--- src/rtl/clock_set_ctrl.sv ---
// clock_set_ctrl: time-set controller for the hh:mm:ss clock counter.
// Walks the user through hour -> minute -> second edit fields with three
// debounced buttons, then strobes `load` for one cycle to commit the values.
// Optional build macro: AUTO_REPEAT_EN (hold-to-repeat on up/down).
module clock_set_ctrl #(
`ifdef AUTO_REPEAT_EN
  parameter int unsigned HOLD_CYCLES    = 50000000,
  parameter int unsigned REPEAT_CYCLES  = 10000000,
`endif
  parameter int unsigned TIMEOUT_CYCLES = 1000000000
) (
  input  logic       clk,
  input  logic       reset_n,
  input  logic       btn_mode,
  input  logic       btn_up,
  input  logic       btn_down,
  input  logic [5:0] cur_second,
  input  logic [5:0] cur_minute,
  input  logic [4:0] cur_hour,
  output logic       set_active,
  output logic [1:0] sel_field,
  output logic       load,
  output logic [5:0] load_second,
  output logic [5:0] load_minute,
  output logic [4:0] load_hour
);

  typedef enum logic [2:0] {RUN, SET_HOUR, SET_MIN, SET_SEC, COMMIT} state_t;

  state_t      state, state_nxt;
  logic        mode_prev, up_prev, down_prev;
  logic        mode_e, up_e, down_e;
  logic [4:0]  hour_r;
  logic [5:0]  min_r, sec_r;
  logic [29:0] tmo_cnt;
  logic        in_set, step_up, step_dn, rpt_up, rpt_dn, any_evt, tmo_hit;

  // Button history; resets high so a button held through reset must be
  // released and pressed again before it counts.
  always_ff @(posedge clk or negedge reset_n) begin
    if (!reset_n) begin
      mode_prev <= 1'b1;
      up_prev   <= 1'b1;
      down_prev <= 1'b1;
    end else begin
      mode_prev <= btn_mode;
      up_prev   <= btn_up;
      down_prev <= btn_down;
    end
  end

  assign mode_e = btn_mode & ~mode_prev;
  assign up_e   = btn_up   & ~up_prev;
  assign down_e = btn_down & ~down_prev;
  assign in_set = (state == SET_HOUR) || (state == SET_MIN) || (state == SET_SEC);

`ifdef AUTO_REPEAT_EN
  logic        rpt_armed, rpt_first, rpt_held, rpt_fire;
  logic [31:0] rpt_cnt;

  // A repeat is armed only by a fresh press of exactly one of up/down;
  // mode, release, or both-held disarms it until the next press.
  assign rpt_held = in_set & rpt_armed & (btn_up ^ btn_down) & ~mode_e & ~up_e & ~down_e;
  assign rpt_fire = rpt_held &
                    (rpt_cnt == (rpt_first ? 32'(HOLD_CYCLES - 1) : 32'(REPEAT_CYCLES - 1)));
  assign rpt_up   = rpt_fire & btn_up;
  assign rpt_dn   = rpt_fire & btn_down;

  // Hold/repeat interval counter.
  always_ff @(posedge clk or negedge reset_n) begin
    if (!reset_n) begin
      rpt_armed <= 1'b0;
      rpt_first <= 1'b1;
      rpt_cnt   <= '0;
    end else if (!in_set || mode_e || !(btn_up ^ btn_down)) begin
      rpt_armed <= 1'b0;
      rpt_first <= 1'b1;
      rpt_cnt   <= '0;
    end else if (up_e || down_e) begin
      rpt_armed <= 1'b1;
      rpt_first <= 1'b1;
      rpt_cnt   <= '0;
    end else if (rpt_fire) begin
      rpt_first <= 1'b0;
      rpt_cnt   <= '0;
    end else if (rpt_held) begin
      rpt_cnt   <= rpt_cnt + 32'd1;
    end
  end
`else
  assign rpt_up = 1'b0;
  assign rpt_dn = 1'b0;
`endif

  // Mode has priority; simultaneous up+down edges cancel.
  assign step_up = ~mode_e & ((up_e & ~down_e) | rpt_up);
  assign step_dn = ~mode_e & ((down_e & ~up_e) | rpt_dn);
  assign any_evt = mode_e | up_e | down_e | rpt_up | rpt_dn;
  assign tmo_hit = in_set & ~any_evt & (tmo_cnt == 30'(TIMEOUT_CYCLES - 1));

  // Inactivity counter: runs only while editing, cleared by any activity.
  always_ff @(posedge clk or negedge reset_n) begin
    if (!reset_n)                          tmo_cnt <= '0;
    else if (!in_set || any_evt || tmo_hit) tmo_cnt <= '0;
    else                                   tmo_cnt <= tmo_cnt + 30'd1;
  end

  // State register.
  always_ff @(posedge clk or negedge reset_n) begin
    if (!reset_n) state <= RUN;
    else          state <= state_nxt;
  end

  // Next-state: mode advances fields, COMMIT lasts one cycle, timeout aborts.
  always_comb begin
    state_nxt = state;
    case (state)
      RUN:      if (mode_e) state_nxt = SET_HOUR;
      SET_HOUR: if (mode_e) state_nxt = SET_MIN; else if (tmo_hit) state_nxt = RUN;
      SET_MIN:  if (mode_e) state_nxt = SET_SEC; else if (tmo_hit) state_nxt = RUN;
      SET_SEC:  if (mode_e) state_nxt = COMMIT;  else if (tmo_hit) state_nxt = RUN;
      COMMIT:   state_nxt = RUN;
      default:  state_nxt = RUN;
    endcase
  end

  // Edit registers: clamped capture on entry, modular up/down per field.
  always_ff @(posedge clk or negedge reset_n) begin
    if (!reset_n) begin
      hour_r <= '0;
      min_r  <= '0;
      sec_r  <= '0;
    end else if (state == RUN && mode_e) begin
      hour_r <= (cur_hour   > 5'd23) ? 5'd0 : cur_hour;
      min_r  <= (cur_minute > 6'd59) ? 6'd0 : cur_minute;
      sec_r  <= (cur_second > 6'd59) ? 6'd0 : cur_second;
    end else begin
      case (state)
        SET_HOUR: begin
          if (step_up)      hour_r <= (hour_r == 5'd23) ? 5'd0  : hour_r + 5'd1;
          else if (step_dn) hour_r <= (hour_r == 5'd0)  ? 5'd23 : hour_r - 5'd1;
        end
        SET_MIN: begin
          if (step_up)      min_r <= (min_r == 6'd59) ? 6'd0  : min_r + 6'd1;
          else if (step_dn) min_r <= (min_r == 6'd0)  ? 6'd59 : min_r - 6'd1;
        end
        SET_SEC: begin
          if (step_up)      sec_r <= (sec_r == 6'd59) ? 6'd0  : sec_r + 6'd1;
          else if (step_dn) sec_r <= (sec_r == 6'd0)  ? 6'd59 : sec_r - 6'd1;
        end
        default: ;
      endcase
    end
  end

  // Output decode from the registered state.
  always_comb begin
    sel_field = 2'd0;
    case (state)
      SET_HOUR: sel_field = 2'd1;
      SET_MIN:  sel_field = 2'd2;
      SET_SEC:  sel_field = 2'd3;
      default:  sel_field = 2'd0;
    endcase
  end

  assign set_active  = (state != RUN);
  assign load        = (state == COMMIT);
  assign load_hour   = hour_r;
  assign load_minute = min_r;
  assign load_second = sec_r;

endmodule

--- config.mk ---
export PLATFORM = sky130hd
export DESIGN_NAME = clock_set_ctrl
export DESIGN_NICKNAME = d
export VERILOG_FILES = /design/src/rtl/clock_set_ctrl.sv
export SDC_FILE = /design/constraint.sdc
export NUM_CORES = 1
export LEC_CHECK = 0
export CAP_MARGIN = 20
export CORE_MARGIN = 5
export CORE_UTILIZATION = 45
export CTS_BUF_LIST = sky130_fd_sc_hd__clkbuf_16
export CTS_CLUSTER_DIAMETER = 80
export CTS_CLUSTER_SIZE = 12
export DETAILED_ROUTE_END_ITERATION = 16
export PLACE_DENSITY_LB_ADDON = 0.2
export SLEW_MARGIN = 20
export SYNTH_ARGS = -nofsm -noshare
export SYNTH_HDL_FRONTEND = slang
export SYNTH_SLANG_ARGS = --single-unit
--- constraint.sdc ---
create_clock -name clk -period 1.94 [get_ports clk]
set_input_delay 0.388 -clock clk [delete_from_list [all_inputs] [get_ports clk]]
set_output_delay 0.388 -clock clk [all_outputs]
set_load 0.02 [all_outputs]
==> results.sh, run 1 <==
export IMPL_grt_max_degree=54
export IMPL_ctsLongestPathBuffers=2
export IMPL_final_area_sq_um=4588
export IMPL_cp_max_fo=7
export IMPL_grt_pass1_wl_mm=15.10
export IMPL_fin_nets=518
export IMPL_async_flop_share_pct=100.0
export IMPL_start_util_pct=46.31
export IMPL_setup_violations_final=0
export IMPL_outcome="finished, final reports clean"
export IMPL_end_kind="primary output"
export IMPL_die_w_microns=99.41
export IMPL_fmax_ghz=0.5271
export IMPL_synth_area_leaders="dfrtp_1 35%, nor2_1 5.1%, nand3_1 4.7%"
export IMPL_worst_setup_path_type="flip-flop to primary output"
export IMPL_root_buffer="clkbuf_16"
export IMPL_viasPerCell=5.622
export IMPL_cp_required_ps=1550
export IMPL_worstPathArrival_ps=1510
export IMPL_cts_tree="built"
export IMPL_switching_power_mw=2.140
export IMPL_num_rows=32
export IMPL_die_h_microns=99.41
export IMPL_antenna_found_initial=0
export IMPL_insertion_delay_ps=290
export IMPL_hold_path_class="input port to async pin"
export IMPL_synth_largest_area_cell="dfrtp_1"
export IMPL_pwr_share_comb_pct=50.5
export IMPL_drive_gt1_share_pct=18.24
export IMPL_syn_to_final_growth_pct=27.55
export IMPL_antenna_left=0
export IMPL_power_internal_mw=3.087
export IMPL_drv_slew=0
export IMPL_power_frac_seq_pct=32.7
export IMPL_cts_sinks=53
export IMPL_post_dp_hpwl_mm=6.567
export IMPL_final_min_clock_period_ps=1897
export IMPL_antennaDiodeCount=0
export IMPL_routed_wl_mm=8.969
export IMPL_start_kind="flip-flop"
export IMPL_synth_top_cell_area_share_pct=34.78
export IMPL_ys_warn_count=0
export IMPL_wl_per_cell_microns=15.20
export IMPL_place_area_sq_um=4409
export IMPL_synthXorXnorAreaFrac_pct=8.278
export IMPL_firstDrtPassIters=4
export IMPL_synth_cell_types=68
export IMPL_multi_input_area_sq_um=2121
export IMPL_synth_top_family_by_area="simple AND/OR/NAND/NOR gates"
export IMPL_worst_clock_skew_ps=3.075
export IMPL_worst_pin_slew_ps=561.4
export IMPL_clk_pin_slew_ps=70
export IMPL_slew_headroom_pct=62.42
export IMPL_reg2reg_depth=6
export IMPL_io_buffer_count=42
export IMPL_whs_ps=81.82
export IMPL_ir_worst_vdd_v=0.0004849
export IMPL_pwr_density_cell_nw_per_um2=1139
export IMPL_final_period_utilization_pct=97.79
export IMPL_nFillCells=737
export IMPL_syn_nets=443
export IMPL_power_leakage_nw=1.887
export IMPL_dp_slack_ps=-280.7
export IMPL_grt_pass1_vias=3228
export IMPL_dieArea_sq_um=9881
export IMPL_switching_share_pct=40.94
export IMPL_rsz0062_at_grt="true"
export IMPL_ios=43
export IMPL_syn_area_sq_um=3597
export IMPL_drt_iter0_markers=135
export IMPL_cts_buffers_inserted=5
export IMPL_core_sq_um=7767
export IMPL_fin_util_pct=59.07
export IMPL_layoutNonFillerInstCount=590
export IMPL_netlist_instances=412
export IMPL_place_gp_congestion=0.8585
export IMPL_grtUsageTotal_pct=18.36
export IMPL_synth_edf_count=0
export IMPL_synth_simple_gate_area_share_pct=29.04
export IMPL_synthAdderAreaFrac_pct=3.130
export IMPL_synth_compound_area_share_pct=15.55
export IMPL_synth_seq_cells=53
export IMPL_synth_avg_cell_area_sq_um=8.731
export IMPL_synth_ff_type="dfrtp_1"
export IMPL_dp_cells=582
export IMPL_finalHoldViolCount=0
export IMPL_seq_area_sq_um=1335
export IMPL_postCtsSetupBuffers=0
export IMPL_drc=0
export IMPL_cts_max_level=2
export IMPL_fin_ws_ps=42.85
export IMPL_synth_mux_area_share_pct=2.017
export IMPL_overflow=0
export IMPL_pwr_share_clk_pct=16.7
export IMPL_seq_area_frac_synth_pct=36.97
export IMPL_cap_violations=0
export IMPL_vias=3317
-- final timing paths --
kind	start	end	slack [ps]
max in group asynchronous	reset_n	mode_prev	1580
hold / removal	reset_n	load_hour[4]	80
hold reg to reg	tmo_cnt[0]	tmo_cnt[0]	460
setup / recovery	state[1]	set_active	40
setup reg to reg	mode_prev	load_second[4]	130
min in group clk	btn_mode	mode_prev	250
-- worst max-delay path, stage by stage, from the launching register on --
cell and delay [ps]:
dfrtp_1 470, or3_1 420, dlygate4sd2_1 330
-- flip-flops by register name (all words and copies together), names as in the netlist --
| name | flops |
|---|---|
| down_prev | 1 |
| load_hour | 5 |
| load_minute | 6 |
| load_second | 6 |
| mode_prev | 1 |
| state | 3 |
| tmo_cnt | 30 |
| up_prev | 1 |
-- final cells by class --
class / instances / share of cell area [%]
timing repair buffer: 91 / 17.56
tap: 102 / 2.782
sequential: 53 / 29.10
inverter: 15 / 1.227
clock inverter: 3 / 0.3818
clock buffer: 5 / 2.727
multi-input combinational: 321 / 46.22
-- per-layer routing --
metal	global-route usage, %	routed length [microns]	up-vias	share of wire [%]
li1	-	-	1638	-
met1	23.78	3973	1579	44
met2	30.68	4404	83	49
met3	3.576	419	17	4.7
met4	6.303	172	0	1.9
met5	0	0	-	0
-- cell usage after synthesis, drive strengths merged (3+ instances only) --
master	number
nor2	51
dfrtp	50
nand3	36
nand2	30
o21ai	18
xor2	18
xnor2	16
a21oi	15
inv	15
nand4	13
clkbuf	12
buf	11
nor3	11
ha	9
or3	7
a31oi	6
and3	6
nand2b	6
nor2b	6
a211oi	5
mux2i	5
nor4b	5
a41oi	4
and2	4
nor4	4
o31ai	4
a2bb2oi	3
dfstp	3
nand3b	3
o211ai	3
-- repair_timing --
action | 4_1_cts | 5_1_grt
resized for setup | 4 | 13
hold buffers | 0 | 0
pin swaps | 0 | 1
hold endpoints to repair | 0 | 0
endpoints found under the setup margin | 4 | 11
-- cells in the final DEF (no fill, tap or decap), drive strengths merged, types with 6 or more instances in the layout --
| cell | count |
|---|---|
| ha | 9 |
| nand2 | 30 |
| dfrtp | 50 |
| buf | 50 |
| nor2b | 6 |
| o21ai | 18 |
| clkdlybuf4s50 | 36 |
| nor2 | 51 |
| nand3 | 36 |
| nand4 | 13 |
| xor2 | 18 |
| a21oi | 15 |
| a31oi | 6 |
| or3 | 7 |
| inv | 15 |
| nand2b | 6 |
| nor3 | 11 |
| and3 | 6 |
| xnor2 | 16 |
-- power by group through the flow --
| stage | Sequential, mW | Clock (mW) | Combinational (mW) |
|---|---|---|---|
| 5_1_grt | 1.76 | 0.951 | 2.90 |
| 4_1_cts | 1.68 | 0.907 | 2.63 |
| 6_report | 1.71 | 0.874 | 2.64 |
| 3_3_place_gp | 1.70 | 0 | 2.58 |
| 2_1_floorplan | 1.73 | 0 | 1.54 |
| 3_5_place_dp | 1.70 | 0 | 2.64 |
-- through the flow --
step                      TNS, ps  total power [mW]
final                           0             5.227
after detailed placement    -3935             4.344
after global placement      -2585             4.276
after global routing       -25.04             5.611
after CTS                       0             5.219
after floorplan                 0             3.272
-- logic make-up (layout without fill, tap and decap cells) --
group	Yosys count	in the layout
xor+xnor	34	34
flops	53	53
fa+ha+maj	9	9
compound gates	81	81
buf+inv	38	114
simple gates	190	190
mux	7	7
Power figures use the tool's default switching activity.
==> run 2, diff against run 1 <==
CORE_ASPECT_RATIO = 0.8   (was unset)
SKIP_LAST_GASP = 1   (was unset)
TNS_END_PERCENT = 5   (was unset)
==> results.sh, run 2 (synthesis gave the netlist of run 1 again) <==
export IMPL_critical_path_top_delay_family="buffers and inverters"
export IMPL_ctsLongestPathBuffers=2
export IMPL_insertion_delay_ps=300
export IMPL_ir_worst_vdd_v=0.0007502
export IMPL_switching_power_mw=2.154
export IMPL_regMostFlops="tmo_cnt"
export IMPL_num_rows=29
export IMPL_seq_area_sq_um=1330
export IMPL_rsz0062_at_grt="true"
export IMPL_largest_reg_flops=30
export IMPL_crit_slowest_cell="clkdlybuf4s50_1"
export IMPL_end_kind="primary output"
export IMPL_routed_wl_mm=9.138
export IMPL_fin_nets=516
export IMPL_start_kind="flip-flop"
export IMPL_overflow=0
export IMPL_cts_tree="built"
export IMPL_antennaDiodeCount=0
export IMPL_drv_slew=0
export IMPL_grt_pass1_wl_mm=15.79
export IMPL_crit_chain="nor2b_1 > clkdlybuf4s50_1"
export IMPL_drt_iter0_markers=256
export IMPL_drive_gt1_share_pct=15.84
export IMPL_root_buffer="clkbuf_16"
export IMPL_layout_commonest_cell="dfrtp_1"
export IMPL_cts_buffers_inserted=5
export IMPL_die_w_microns=110.0
export IMPL_violations="setup timing"
export IMPL_cp_required_ps=1550
export IMPL_fmax_ghz=0.4976
export IMPL_dieArea_sq_um=9893
export IMPL_final_period_utilization_pct=103.6
export IMPL_power_internal_mw=3.110
export IMPL_viasPerCell=5.571
export IMPL_nFillCells=717
export IMPL_pwr_share_comb_pct=50.4
export IMPL_pwr_share_clk_pct=17.7
export IMPL_switching_share_pct=40.92
export IMPL_die_h_microns=89.97
export IMPL_worst_clock_skew_ps=12.88
export IMPL_whs_ps=82.00
export IMPL_rr_endpoint="load_second[2]"
export IMPL_fin_ws_ps=-69.68
export IMPL_postCtsSetupBuffers=0
export IMPL_layoutNonFillerInstCount=594
export IMPL_multi_input_area_sq_um=2087
export IMPL_grt_max_degree=54
export IMPL_firstDrtPassIters=4
export IMPL_layout_common_cells="50 x dfrtp_1, 49 x nor2_1, 45 x buf_4"
export IMPL_post_dp_hpwl_mm=6.637
export IMPL_antenna_left=0
export IMPL_fin_util_pct=57.86
export IMPL_worst_setup_path_type="flip-flop to primary output"
export IMPL_ios=43
export IMPL_wl_per_cell_microns=15.38
export IMPL_r2r_slack_ps=120
export IMPL_cts_max_level=2
export IMPL_core_sq_um=7874
export IMPL_finalPower_mw=5.264
export IMPL_drc=0
export IMPL_finalHoldViolCount=0
export IMPL_clk_pin_slew_ps=80
export IMPL_reg2reg_depth=6
export IMPL_slew_headroom_pct=64.93
export IMPL_power_frac_seq_pct=31.8
export IMPL_hold_path_class="input port to async pin"
export IMPL_io_buffer_count=42
export IMPL_worstPathArrival_ps=1620
export IMPL_place_gp_congestion=0.9086
export IMPL_cts_sinks=53
export IMPL_cp_max_fo=10
export IMPL_final_min_clock_period_ps=2010
export IMPL_worst_pin_slew_ps=523.9
export IMPL_path_buf_inv=1
export IMPL_reg2reg_from="load_second[1]"
export IMPL_dp_cells=586
export IMPL_syn_to_final_growth_pct=26.64
export IMPL_pwr_density_cell_nw_per_um2=1155
export IMPL_cap_violations=0
export IMPL_vias=3309
export IMPL_outcome="finished, violations left"
export IMPL_grtUsageTotal_pct=19.53
export IMPL_power_leakage_nw=1.885
export IMPL_worst_path_largest_cell_delay_ps=640
export IMPL_start_util_pct=45.69
export IMPL_grt_pass1_vias=3167
export IMPL_antenna_found_initial=0
export IMPL_fin_tns_setup_ps=-69.68
export IMPL_setup_violations_final=1
## run 2: cell count changes in the layout (fill, tap and decap cells not counted), moves of 2 or more
cell,change
dfrtp_1,+4
dfrtp_2,-4
dlygate4sd2_1,-3
buf_4,-2
clkdlybuf4s50_1,+2
## run 2: how the worst max path moves through the flow
stage                               from              to  slack (ps)  depth (start not counted)
after global placement            btn_up    load_hour[4]        -170                          8
after floorplan           load_second[0]  load_second[4]         110                          7
after global routing            state[2]    sel_field[1]        -130                          2
after detailed placement          btn_up    load_hour[4]        -270                          8
after CTS                       state[2]    sel_field[0]        -140                          2
final                           state[2]    sel_field[1]         -70                          2
## run 2: cell type report
| class | count | share of cell area [%] |
|---|---|---|
| clock buffer | 5 | 2.746 |
| clock inverter | 3 | 0.5493 |
| inverter | 15 | 1.236 |
| multi-input combinational | 321 | 45.81 |
| sequential | 53 | 29.20 |
| tap | 108 | 2.966 |
| timing repair buffer | 89 | 17.50 |
## run 2: power groups by stage
stage | clock, mW | combinational, mW | sequential [mW]
after CTS | 0.952 | 2.67 | 1.67
after detailed placement | 0 | 2.66 | 1.69
after global routing | 1.01 | 2.95 | 1.73
after global placement | 0 | 2.63 | 1.68
final | 0.933 | 2.66 | 1.68
after floorplan | 0 | 1.54 | 1.73
## run 2: worst register-to-register path, stage by stage, from the launching register on
cell       delay [ps]
dfrtp_1           390
ha_1              290
nand4_1           120
nor2_1            200
nor2_1            100
a2111oi_0         460
nor3b_1           120
## run 2: layer usage
metal / vias to the layer above / track usage, % / wire length [microns]
li1: 1621 / - / -
met1: 1593 / 32.02 / 4673
met2: 87 / 26.21 / 3859
met3: 8 / 3.438 / 522
met4: 0 / 4.154 / 83
met5: - / 0 / 0
## run 2: what timing repair did
item	CTS	global route
resized for setup	1	2
hold buffers	0	0
endpoints found under the setup margin	5	42
## run 2: metrics by stage
| stage | instance area [sq um] | worst slack [ps] |
|---|---|---|
| 2_1_floorplan | 3597 | 110.5 |
| 3_3_place_gp | 4402 | -168.8 |
| 3_5_place_dp | 4402 | -273.8 |
| 4_1_cts | 4551 | -140.5 |
| 5_1_grt | 4556 | -127.1 |
| 6_report | 4556 | -69.68 |
